[config.mk]
export PLATFORM = sky130hd
export DESIGN_NAME = uart_rx_frame
export DESIGN_NICKNAME = d
export VERILOG_FILES = /design/src/rtl/uart_pkg.sv /design/src/rtl/uart_baud_tick.sv /design/src/rtl/uart_rx_frame.sv
export SDC_FILE = /design/constraint.sdc
export NUM_CORES = 1
export LEC_CHECK = 0
export ABC_CLOCK_PERIOD_IN_PS = 2600
export CAP_MARGIN = 5
export CORE_UTILIZATION = 45
export CTS_CLUSTER_SIZE = 10
export DETAILED_ROUTE_END_ITERATION = 10
export PLACE_DENSITY_LB_ADDON = 0.12
export SLEW_MARGIN = 20
export SYNTH_ARGS = -nofsm -noshare
export SYNTH_HDL_FRONTEND = slang
export SYNTH_HIERARCHICAL = 1
export SYNTH_SLANG_ARGS = --single-unit
[constraint.sdc]
create_clock -name clk -period 2.6 [get_ports clk]
set_clock_uncertainty 0.15 [all_clocks]
set_input_delay 0.52 -clock clk [delete_from_list [all_inputs] [get_ports clk]]
set_output_delay 0.52 -clock clk [all_outputs]
set_load 0.01 [all_outputs]
[src/rtl/uart_pkg.sv]
// Shared UART definitions: receiver state encoding, oversample sample points and default rates.
package uart_pkg;

    localparam int unsigned DEFAULT_CLOCK_RATE = 25_000_000;
    localparam int unsigned DEFAULT_BAUD_RATE  = 115_200;

    localparam int unsigned SAMPLE_CNT_W = 4;
    localparam logic [SAMPLE_CNT_W-1:0] SAMPLE_FIRST = SAMPLE_CNT_W'(7);
    localparam logic [SAMPLE_CNT_W-1:0] SAMPLE_MID   = SAMPLE_CNT_W'(8);
    localparam logic [SAMPLE_CNT_W-1:0] SAMPLE_LAST  = SAMPLE_CNT_W'(9);
    localparam logic [SAMPLE_CNT_W-1:0] BIT_END      = SAMPLE_CNT_W'(15);

    typedef enum logic [2:0] {
        ST_IDLE,
        ST_START,
        ST_DATA,
        ST_PARITY,
        ST_STOP,
        ST_WAIT_HIGH
    } rx_state_t;

    function automatic logic majority3(input logic a, input logic b, input logic c);
        return (a & b) | (a & c) | (b & c);
    endfunction

endpackage

[src/rtl/uart_baud_tick.sv]
// Fractional-accumulator oversample tick generator, shared by the UART RX and TX paths.
module uart_baud_tick
    import uart_pkg::*;
#(
    parameter int unsigned CLOCK_RATE = DEFAULT_CLOCK_RATE,
    parameter int unsigned BAUD_RATE  = DEFAULT_BAUD_RATE,
    parameter int unsigned OVERSAMPLE = 16
) (
    input  logic clk,
    input  logic reset,
    input  logic clear,
    output logic tick
);

    localparam int unsigned ACC_W = 32;
    localparam logic [ACC_W-1:0] INC   = ACC_W'(BAUD_RATE * OVERSAMPLE);
    localparam logic [ACC_W-1:0] LIMIT = ACC_W'(CLOCK_RATE);

    logic [ACC_W-1:0] acc;
    logic [ACC_W-1:0] acc_sum;

    assign acc_sum = acc + INC;

    // Clearing restarts the phase so the first tick lands a fixed time after the start edge.
    always_ff @(posedge clk) begin
        if (reset || clear) begin
            acc  <= '0;
            tick <= 1'b0;
        end else if (acc_sum >= LIMIT) begin
            acc  <= acc_sum - LIMIT;
            tick <= 1'b1;
        end else begin
            acc  <= acc_sum;
            tick <= 1'b0;
        end
    end

endmodule

[src/rtl/uart_rx_frame.sv]
// UART frame receiver with 16x oversampling and 3-sample majority voting.
// Define UART_RX_PARITY_EN to expect a parity bit between data and stop.
module uart_rx_frame
    import uart_pkg::*;
#(
    parameter int unsigned CLOCK_RATE    = DEFAULT_CLOCK_RATE,
    parameter int unsigned BAUD_RATE     = DEFAULT_BAUD_RATE,
    parameter int unsigned RX_OVERSAMPLE = 16
`ifdef UART_RX_PARITY_EN
    ,
    parameter bit          PARITY_ODD    = 1'b0
`endif
) (
    input  logic       clk,
    input  logic       reset,
    input  logic       i_Rx_Data,
    output logic [7:0] o_Rx_Byte,
    output logic       o_Rx_Done,
    output logic       o_Rx_Active,
    output logic       o_Rx_Frame_Err,
    output logic       o_Rx_Parity_Err
);

    logic                    rx_meta;
    logic                    rx_sync;
    logic                    rx_prev;
    logic                    start_edge;
    logic                    tick;
    logic                    bit_val;
    rx_state_t               state;
    logic [SAMPLE_CNT_W-1:0] sample_cnt;
    logic [SAMPLE_CNT_W-1:0] cnt_next;
    logic [2:0]              bit_idx;
    logic [7:0]              shift;
    logic                    samp_a;
    logic                    samp_b;
`ifdef UART_RX_PARITY_EN
    logic                    parity_err;
`endif

    // Two-flop synchronizer plus edge flop; idle-high reset avoids a false start.
    always_ff @(posedge clk) begin
        if (reset) begin
            rx_meta <= 1'b1;
            rx_sync <= 1'b1;
            rx_prev <= 1'b1;
        end else begin
            rx_meta <= i_Rx_Data;
            rx_sync <= rx_meta;
            rx_prev <= rx_sync;
        end
    end

    assign start_edge = (state == ST_IDLE) && rx_prev && !rx_sync;
    assign cnt_next   = sample_cnt + SAMPLE_CNT_W'(1);
    assign bit_val    = majority3(samp_a, samp_b, rx_sync);

    uart_baud_tick #(
        .CLOCK_RATE (CLOCK_RATE),
        .BAUD_RATE  (BAUD_RATE),
        .OVERSAMPLE (RX_OVERSAMPLE)
    ) u_baud_tick (
        .clk   (clk),
        .reset (reset),
        .clear (start_edge),
        .tick  (tick)
    );

    // Sample points and transitions key off the tick that moves the counter onto a value.
    always_ff @(posedge clk) begin
        if (reset) begin
            state          <= ST_IDLE;
            sample_cnt     <= '0;
            bit_idx        <= '0;
            shift          <= '0;
            samp_a         <= 1'b1;
            samp_b         <= 1'b1;
            o_Rx_Byte      <= '0;
            o_Rx_Done      <= 1'b0;
            o_Rx_Active    <= 1'b0;
            o_Rx_Frame_Err <= 1'b0;
`ifdef UART_RX_PARITY_EN
            parity_err      <= 1'b0;
            o_Rx_Parity_Err <= 1'b0;
`endif
        end else begin
            o_Rx_Done      <= 1'b0;
            o_Rx_Frame_Err <= 1'b0;
`ifdef UART_RX_PARITY_EN
            o_Rx_Parity_Err <= 1'b0;
`endif
            if (tick) begin
                sample_cnt <= cnt_next;
                if (cnt_next == SAMPLE_FIRST) samp_a <= rx_sync;
                if (cnt_next == SAMPLE_MID)   samp_b <= rx_sync;
            end

            case (state)
                ST_IDLE: begin
                    if (start_edge) begin
                        state       <= ST_START;
                        sample_cnt  <= '0;
                        bit_idx     <= '0;
                        o_Rx_Active <= 1'b1;
                    end
                end
                ST_START: begin
                    if (tick && cnt_next == SAMPLE_LAST && bit_val) begin
                        state       <= ST_IDLE;
                        o_Rx_Active <= 1'b0;
                    end else if (tick && cnt_next == BIT_END) begin
                        state <= ST_DATA;
                    end
                end
                ST_DATA: begin
                    if (tick && cnt_next == SAMPLE_LAST) shift <= {bit_val, shift[7:1]};
                    if (tick && cnt_next == BIT_END) begin
                        bit_idx <= bit_idx + 3'd1;
                        if (bit_idx == 3'd7) begin
`ifdef UART_RX_PARITY_EN
                            state <= ST_PARITY;
`else
                            state <= ST_STOP;
`endif
                        end
                    end
                end
`ifdef UART_RX_PARITY_EN
                ST_PARITY: begin
                    if (tick && cnt_next == SAMPLE_LAST) parity_err <= bit_val ^ (^shift) ^ PARITY_ODD;
                    if (tick && cnt_next == BIT_END) state <= ST_STOP;
                end
`endif
                ST_STOP: begin
                    // Leave at mid-stop so a back-to-back start edge is not missed.
                    if (tick && cnt_next == SAMPLE_LAST) begin
                        o_Rx_Active <= 1'b0;
                        if (bit_val) begin
                            o_Rx_Byte <= shift;
                            o_Rx_Done <= 1'b1;
`ifdef UART_RX_PARITY_EN
                            o_Rx_Parity_Err <= parity_err;
`endif
                            state <= ST_IDLE;
                        end else begin
                            o_Rx_Frame_Err <= 1'b1;
                            state          <= ST_WAIT_HIGH;
                        end
                    end
                end
                ST_WAIT_HIGH: begin
                    if (rx_sync) state <= ST_IDLE;
                end
                default: state <= ST_IDLE;
            endcase
        end
    end

`ifndef UART_RX_PARITY_EN
    assign o_Rx_Parity_Err = 1'b0;
`endif

endmodule

==> impl_metrics.toml, run 1 <==
[place]
place.gp.congestion = 0.846
port_buffers = 13
dp_hpwl_um = 5330
place_area_um2 = 4100

[synthesis]
synthTopCellsByCount = "61 x dfxtp_1, 57 x nor2_1, 24 x nand2_1"
synth_top_area_share_pct = 35.2
syn-num-nets = 413
synth_ff_type = "dfxtp_1"
synth_seq_cells = 61
yosys_warnings = 6
ys_types = 68
synth_seq_area_share_pct = 35.2
async_flop_share_pct = 0
syn-cell-area_um2 = 3470
postSynthAreaPerCell_um2 = 8.67
synth-edff-count = 0
synth_area_leaders = "dfxtp_1 35%, nor2_1 6.2%, mux2i_1 5.8%, xnor2_1 4.8%, xor2_1 4.3%"
synthCells = 400
yosysMostFrequentCell = "dfxtp_1"
yosysTopAreaCell = "dfxtp_1"

[drt]
ant_nets = 0
first_pass_iters = 6
drc = 0
finalWirelength_um = 7700
drtIter0Drc = 147
viasPerCell = 5.29
num_vias = 3039
wire_per_inst_um = 13.4

[clocking]
cts-buffers-inserted = 9
clockBufferDepth = 2
h-tree-depth = 3
cts_tree = "yes"
clock-sinks = 61
clkTransAtPathRegs_ns = 0.07
insertion_delay_ns = 0.35
clockRootBuffer = "clkbuf_8"

[run_status]
status = "finished, violations left"
violations = "negative setup slack"

[worst_setup_path]
reg2reg_slack_ns = -0.06
path_delay_family = "simple AND/OR/NAND/NOR gates"
worstSetupStartpointType = "flop"
cp_num_buf_inv = 1
r2r_start = "u_baud_tick/acc[13]$_SDFF_PP0_"
path_cells = "ha_4 -> buf_6 -> or4_4 -> a31oi_4 -> o21ai_2 -> a211oi_2 -> or2_4 -> o211ai_4 -> or3_1 -> a21oi_2"
rr_worst_depth = 10
cp-end-kind = "flop"
rr_endpoint = "u_baud_tick/acc[29]$_SDFF_PP0_"
critPathMaxStageDelay_ns = 0.44
slowest_stage = "or4_4"
worstSetupPathType = "reg -> reg"
crit_path_max_fanout = 7
critPathRequiredTime_ns = 2.73
crit_arrival_ns = 2.79

[timing]
hold_slack_ns = 0.266
finalSetupTns_ns = -0.145
maxSlewViolCount = 0
fmaxAchievable_mhz = 376
hold_violations = 0
rsz0062_at_grt = "true"
fin_ws_ns = -0.0576
post-route-period-util_pct = 102
period_needed_ns = 2.66
setup_viol = 11

[finish]
nets = 483
area_growth_pct = 29.4
utilization_pct = 61.2
regArea_um2 = 1230
stdcell_area_um2 = 4490
nFillCells = 618
layout-drive-gt1-share_pct = 28.2
multi_input_area_um2 = 2230
diodes = 0

[pwr]
power_density_nw_per_um2 = 1110
ir_drop_uv = 747
fin_total_pwr_mw = 5.00
p_leak_nw = 1.85

[global_routing]
antenna_found_initial = 0
grt_start_max_net_pins = 36
overflow = 0
grt_pass1_wl_um = 13300
grt_pass1_vias = 2942
grtUsageTotal_pct = 20.1

[die]
pin_count = 15
dieArea_um2 = 8060
die_h_um = 89.8
num_rows = 31
initial_core_util_pct = 47.3
die_w_um = 89.8
core-area_um2 = 7330

[min_path]
hold_start = "rx_meta$_SDFF_PP1_"
holdPathEnd = "rx_sync$_SDFF_PP1_"
min_path_type = "reg -> reg"
min_path_cells = 1

[run]
maxCapViolCount = 0
[final cells by class]
type | count | share of cell area, %
inverter | 8 | 0.669
tap | 99 | 2.76
clock buffer | 9 | 2.76
multi-input combinational | 307 | 49.8
clock inverter | 7 | 1.62
timing repair buffer | 83 | 15.0
sequential | 61 | 27.4
[stage by stage]
stage | setup WS [ns] | cells
CTS | -0.00158 | 570
global route | -0.192 | 574
floorplan | -0.0331 | 400
global placement | -0.169 | 550
detailed placement | -0.210 | 550
finish | -0.0576 | 574
[what timing repair did]
item,CTS,global route
gates resized for setup,16,20
hold endpoints to repair,0,0
hold buffers,0,0
endpoints found under the setup margin,23,26
pin swaps,11,3
setup buffers,4,4
[report_power, final]
group	internal (mW)	total (mW)	leakage, nW	switching (mW)
Clock	0.444	0.851	0.0922	0.407
Combinational	1.42	2.77	1.25	1.35
Sequential	1.14	1.38	0.500	0.235
[per-layer routing]
| layer | wire (um) | GRT usage (%) | vias up |
|---|---|---|---|
| met5 | 0 | 0 | - |
| met4 | 128 | 6.56 | 0 |
| met3 | 348 | 5.75 | 13 |
| met2 | 3620 | 32.9 | 72 |
| met1 | 3600 | 25.3 | 1414 |
| li1 | - | - | 1540 |
[worst max-delay path by stage]
stage                                    startpoint  cells after the start  slack [ns]                               end
global route         u_baud_tick/acc[13]$_SDFF_PP0_                     10       -0.19    u_baud_tick/acc[29]$_SDFF_PP0_
finish               u_baud_tick/acc[13]$_SDFF_PP0_                     10       -0.06    u_baud_tick/acc[29]$_SDFF_PP0_
CTS                  u_baud_tick/acc[13]$_SDFF_PP0_                     12      -0.002  u_baud_tick/acc[12]$_SDFFE_PP0P_
detailed placement   u_baud_tick/acc[14]$_SDFF_PP0_                     12       -0.21    u_baud_tick/acc[13]$_SDFF_PP0_
floorplan           u_baud_tick/acc[6]$_SDFFE_PP0P_                     12       -0.03    u_baud_tick/acc[19]$_SDFF_PP0_
global placement     u_baud_tick/acc[13]$_SDFF_PP0_                     11       -0.17    u_baud_tick/acc[13]$_SDFF_PP0_
[cells in the final DEF (no fill, tap or decap), types with 9 or more instances in the layout]
cell and count:
buf_4 66, ha_1 9, nor3_1 10, xnor2_1 19, a21oi_1 10, clkdlybuf4s50_1 13
dfxtp_1 59, clkbuf_8 9, xor2_1 16, mux2i_1 20, nand3_1 12, nor2_1 52
nand4_1 14, nand2_1 23
[sequential cells by signal, indices dropped and copies added, names as in the netlist]
signal and flops:
o_Rx_Byte 8, rx_sync 1, shift 8, samp_b 1, rx_meta 1, samp_a 1, o_Rx_Done 1, state 3
o_Rx_Active 1, u_baud_tick/acc 26, u_baud_tick/tick 1, rx_prev 1, bit_idx 3, sample_cnt 4, o_Rx_Frame_Err 1
[logic make-up after synthesis]
family	count (synthesis)	share of synthesized area, %
buf+inv	32	4.98
compound gates	69	15.4
simple gates	169	25.2
mux	21	6.10
other cells	1	0.108
fa+ha+maj	11	3.90
flops	61	35.2
xor+xnor	36	9.09
[worst reg2reg max path, delay by kind of cell (launching register included)]
kind	cells	cell delay (ns)
compound gates	5	0.72
fa+ha+maj	1	0.18
buf+inv	1	0.13
flops	1	0.37
simple gates	3	1.06
(Power assumes the default switching activity.)
==> inputs of run 2 (changes only) <==
==> constraint.sdc (replaced) <==
create_clock -name clk -period 2.6 [get_ports clk]
set_clock_uncertainty 0.15 [all_clocks]
set_input_delay 0.52 -clock clk [delete_from_list [all_inputs] [get_ports clk]]
set_output_delay 0.52 -clock clk [all_outputs]
set_load 0.1 [all_outputs]
==> impl_metrics.toml, run 2 (same netlist as run 1, synthesis figures left out) <==
[pwr]
p_leak_nw = 1.87
ir_drop_uv = 749
power_density_nw_per_um2 = 1100

[global_routing]
use_met1_pct = 25.8
grt_start_max_net_pins = 36
antenna_found_initial = 0
grt_pass1_wl_um = 13300
grt_pass1_vias = 2898
met3_usage_pct = 4.65
grtUsageTotal_pct = 20.1
top_usage_layer = "met2"
overflow = 0
use_met2_pct = 32.9

[finish]
regMostFlops = "u_baud_tick/acc"
final_common_cell = "buf_4"
nets = 480
stdcell_count = 571
layout-drive-gt1-share_pct = 29.0
layout_common_cells = "74 x buf_4, 56 x dfxtp_1, 54 x nor2_1"
stdcell_area_um2 = 4430
reg_top3 = "u_baud_tick/acc x26, o_Rx_Byte x8, shift x8"
largest_register_ffs = 26
diodes = 0
area_growth_pct = 27.7
utilization_pct = 60.4

[timing]
fmaxAchievable_mhz = 379
period_needed_ns = 2.64
maxSlewViolCount = 0
fin_ws_ns = -0.0401
post-route-period-util_pct = 102
hold_violations = 0
rsz0062_at_grt = "true"
setup_viol = 10
hold_slack_ns = 0.256

[worst_setup_path]
critPathMaxStageDelay_ns = 0.43
crit_arrival_ns = 2.69
cp_num_buf_inv = 0
path_delay_family = "compound AO/OA/AOI/OAI gates"
cp-end-kind = "flop"
crit_path_max_fanout = 7
slowest_stage = "or3_4"
critPathRequiredTime_ns = 2.65
path_cells = "or3_4 -> a21oi_4 -> o21ai_2 -> a2111oi_4 -> nand3_1 -> or2_4 -> a221oi_4 -> o21a_1 -> nor3_1"
worstSetupStartpointType = "flop"
worstSetupPathType = "reg -> reg"

[clocking]
h-tree-depth = 3
cts-buffers-inserted = 9
insertion_delay_ns = 0.34
cts_tree = "yes"
clockRootBuffer = "clkbuf_8"
clock-sinks = 61
clockBufferDepth = 2
cts_hold_buffers = 0
clkTransAtPathRegs_ns = 0.08

[drt]
ant_nets = 0
num_vias = 3004
finalWirelength_um = 7600
wire_per_inst_um = 13.3
viasPerCell = 5.26
drtIter0Drc = 88
first_pass_iters = 4
drc = 0

[run]
maxCapViolCount = 0

[place]
dp_cells = 551
place_ws_ns = -0.197
port_buffers = 13
place_area_um2 = 4080
dp_hpwl_um = 5490
place.gp.congestion = 0.830

[min_path]
min_path_type = "reg -> reg"

[run_status]
violations = "negative setup slack"
status = "finished, violations left"

[die]
num_rows = 31
die_h_um = 89.8
core-area_um2 = 7330
dieArea_um2 = 8060
die_w_um = 89.8
initial_core_util_pct = 47.3
pin_count = 15
-- run 2: changes by cell type in the layout (fill, tap and decap cells not counted), moves of 3 or more --
cell	before	now
clkdlybuf4s50_1	13	2
dfxtp_2	0	3
dfxtp_1	59	56
nor2_2	5	1
clkinv_4	0	3
clkinvlp_4	3	0
buf_4	66	74
-- run 2: final timing paths --
| check | from | to | slack, ns | depth (start not counted) |
|---|---|---|---|---|
| max | u_baud_tick/acc[20]$_SDFF_PP0_ | u_baud_tick/acc[19]$_SDFF_PP0_ | -0.04 | 9 |
| min | rx_meta$_SDFF_PP1_ | rx_sync$_SDFF_PP1_ | 0.26 | 1 |
| max reg2reg | u_baud_tick/acc[20]$_SDFF_PP0_ | u_baud_tick/acc[19]$_SDFF_PP0_ | -0.04 | 9 |
| min reg2reg | rx_meta$_SDFF_PP1_ | rx_sync$_SDFF_PP1_ | 0.26 | 1 |
-- run 2: area by class of cell --
| type | count | area (um2) |
|---|---|---|
| clock buffers | 9 | 124 |
| fillers | 651 | 2900 |
| multi-input cells | 307 | 2220 |
| repair buffers | 80 | 624 |
| flip-flops and latches | 61 | 1230 |
| inverters | 8 | 30.0 |
| clock inverters | 7 | 75.1 |
| well taps | 99 | 124 |
-- run 2: report_power, final --
part           switching, mW  internal [mW]  total, mW
logic                   1.31           1.33       2.64
clock network          0.400          0.447      0.847
registers              0.243           1.15       1.39
-- run 2: what timing repair did --
item | in CTS | in global routing
pin swaps | 7 | 5
gates resized for setup | 13 | 19
endpoints found under the hold margin | 0 | 0
gates cloned | 0 | 0
buffers inserted | 2 | 2
endpoints found under the setup margin | 22 | 25
-- run 2: stage by stage --
stage / setup TNS [ns] / power [mW]
floorplan: -0.0576 / 3.01
global placement: -2.08 / 3.76
detailed placement: -2.84 / 3.80
CTS: -0.0613 / 4.79
global route: -2.75 / 5.26
finish: -0.193 / 4.88
-- run 2: routing by layer --
metal,wire length [um],share of wire (%)
met4,81,1.1
met3,190,2.5
met5,0,0
met1,3730,49
met2,3590,47
==> inputs of run 3 (changes only) <==
--- a/config.mk
+++ b/config.mk
@@ -7,6 +7,7 @@
 export LEC_CHECK = 0
 export ABC_CLOCK_PERIOD_IN_PS = 2600
 export CAP_MARGIN = 5
+export CORE_MARGIN = 5
 export CORE_UTILIZATION = 45
 export CTS_CLUSTER_SIZE = 10
 export DETAILED_ROUTE_END_ITERATION = 10
==> impl_metrics.toml, run 3 (same netlist as run 1, synthesis figures left out) <==
[run_status]
status = "finished, violations left"
violations = "negative setup slack"

[timing]
finalSetupTns_ns = -1.38
fmaxAchievable_mhz = 363
post-route-period-util_pct = 106
hold_violations = 0
hold_slack_ns = 0.274
fin_ws_ns = -0.158
rsz0062_at_grt = "true"
setup_viol = 17
period_needed_ns = 2.76
maxSlewViolCount = 0

[global_routing]
grt_pass1_wl_um = 13700
grt_pass1_vias = 2954
overflow = 0
grtUsageTotal_pct = 17.4
grt_start_max_net_pins = 36
antenna_found_initial = 0

[worst_setup_path]
critPathMaxStageDelay_ns = 0.37
rr_worst_depth = 11
r2r_start = "u_baud_tick/acc[13]$_SDFF_PP0_"
critPathRequiredTime_ns = 2.66
endpoint = "u_baud_tick/acc[19]$_SDFF_PP0_"
crit_path_max_fanout = 7
path_delay_family = "simple AND/OR/NAND/NOR gates"
crit_arrival_ns = 2.82
crit_cells = 11
worstSetupPathType = "reg -> reg"
reg2reg_slack_ns = -0.16
path_cells = "ha_4 -> buf_6 -> and4_4 -> o211ai_1 -> xor2_1 -> and3b_2 -> a211oi_4 -> or2_4 -> a221oi_4 -> o21a_1 -> nor3_1"
rr_endpoint = "u_baud_tick/acc[19]$_SDFF_PP0_"
cp-end-kind = "flop"
slowest_stage = "dfxtp_4"
cp_num_buf_inv = 1
worstSetupStartpointType = "flop"
cp-startpoint = "u_baud_tick/acc[13]$_SDFF_PP0_"

[die]
pin_count = 15
core-area_um2 = 7610
dieArea_um2 = 9560
initial_core_util_pct = 45.6
num_rows = 32
die_w_um = 97.8
die_h_um = 97.8

[finish]
nFillCells = 680
area_growth_pct = 32.8
regMostFlops = "u_baud_tick/acc"
stdcell_count = 582
reg_top3 = "u_baud_tick/acc x26, o_Rx_Byte x8, shift x8"
layout_common_cells = "82 x buf_4, 58 x dfxtp_1, 54 x nor2_1"
layout-drive-gt1-share_pct = 34.6
largest_register_ffs = 26
final_common_cell = "buf_4"
diodes = 0
nets = 488

[pwr]
pwr-share-seq_pct = 27.5
fin_total_pwr_mw = 5.09
clock_power_share_pct = 14.7
ir_drop_uv = 799
switching_power_mw = 2.11
switching_share_pct = 41.5
p_leak_nw = 1.91
power_density_nw_per_um2 = 1110
power.share.combinational_pct = 57.8
power.internal_mw = 2.98

[drt]
finalWirelength_um = 8130
first_pass_iters = 5
wire_per_inst_um = 14.0
num_vias = 3056
drtIter0Drc = 127
viasPerCell = 5.25
drc = 0
ant_nets = 0

[clocking]
cts_tree = "yes"
clock-sinks = 61
h-tree-depth = 3
insertion_delay_ns = 0.34
clkTransAtPathRegs_ns = 0.08
clockBufferDepth = 2
clockRootBuffer = "clkbuf_8"
cts_hold_buffers = 0
cts-buffers-inserted = 9

[min_path]
min_path_type = "reg -> reg"

[place]
place.gp.congestion = 0.825
dp_hpwl_um = 5440
dp_cells = 550
port_buffers = 13

[run]
maxCapViolCount = 0
## run 3: changes by cell type in the layout (fill, tap and decap cells not counted), sizes merged
cell      previous run  this run
buf                 78        86
bufinv               1         0
clkinv               5         4
clkinvlp             0         2
## run 3: layout make-up
cell class,instances,area [um2],share of cell area [%]
repair buffers,88,684,14.9
clock buffers,9,124,2.69
well taps,102,128,2.77
clock inverters,7,51.3,1.11
flip-flops and latches,61,1230,26.7
inverters,8,30.0,0.652
multi-input cells,307,2360,51.2
## run 3: what timing repair did
action / in CTS / in global routing
gates resized for setup: 23 / 33
endpoints found under the setup margin: 26 / 26
pin swaps: 16 / 11
buffers inserted: 14 / 2
## run 3: worst min-delay path by stage
stage,cells after the start,startpoint,to,slack (ns)
6_report,1,rx_meta$_SDFF_PP1_,rx_sync$_SDFF_PP1_,0.27
5_1_grt,1,rx_meta$_SDFF_PP1_,rx_sync$_SDFF_PP1_,0.30
4_1_cts,1,rx_meta$_SDFF_PP1_,rx_sync$_SDFF_PP1_,0.28
3_5_place_dp,1,rx_meta$_SDFF_PP1_,rx_sync$_SDFF_PP1_,0.26
3_3_place_gp,1,rx_meta$_SDFF_PP1_,rx_sync$_SDFF_PP1_,0.25
2_1_floorplan,1,rx_meta$_SDFF_PP1_,rx_sync$_SDFF_PP1_,0.24
## run 3: worst register-to-register path, stage by stage (launching register included)
cell and delay, ns:
dfxtp_4 0.37, ha_4 0.17, buf_6 0.12, and4_4 0.19
o211ai_1 0.20, xor2_1 0.29, and3b_2 0.27, a211oi_4 0.05
or2_4 0.32, a221oi_4 0.30, o21a_1 0.17, nor3_1 0.04
## run 3: power groups by stage
stage | logic [mW] | clock network [mW] | registers, mW
after global routing | 3.20 | 0.819 | 1.44
after detailed placement | 2.36 | 0 | 1.40
after floorplan | 1.67 | 0 | 1.34
after CTS | 2.63 | 0.776 | 1.38
after global placement | 2.34 | 0 | 1.40
final | 2.94 | 0.749 | 1.40
## run 3: metrics by stage
step                      utilization, %  area [um2]  setup slack, ns
after CTS                           58.2        4430          -0.0840
after detailed placement            53.3        4050           -0.326
after floorplan                        -        3550          -0.0331
final                               60.5        4600           -0.158
after global placement              53.3        4050           -0.323
after global routing                60.5        4600           -0.258
## run 3: per-layer routing
metal  track usage, %  share of wire, %  up-vias
li1                 -                 -     1559
met4             5.22               1.2        0
met2             29.3                49       36
met1             21.8                47     1454
met5                0                 0        -
met3             4.71               2.9        7
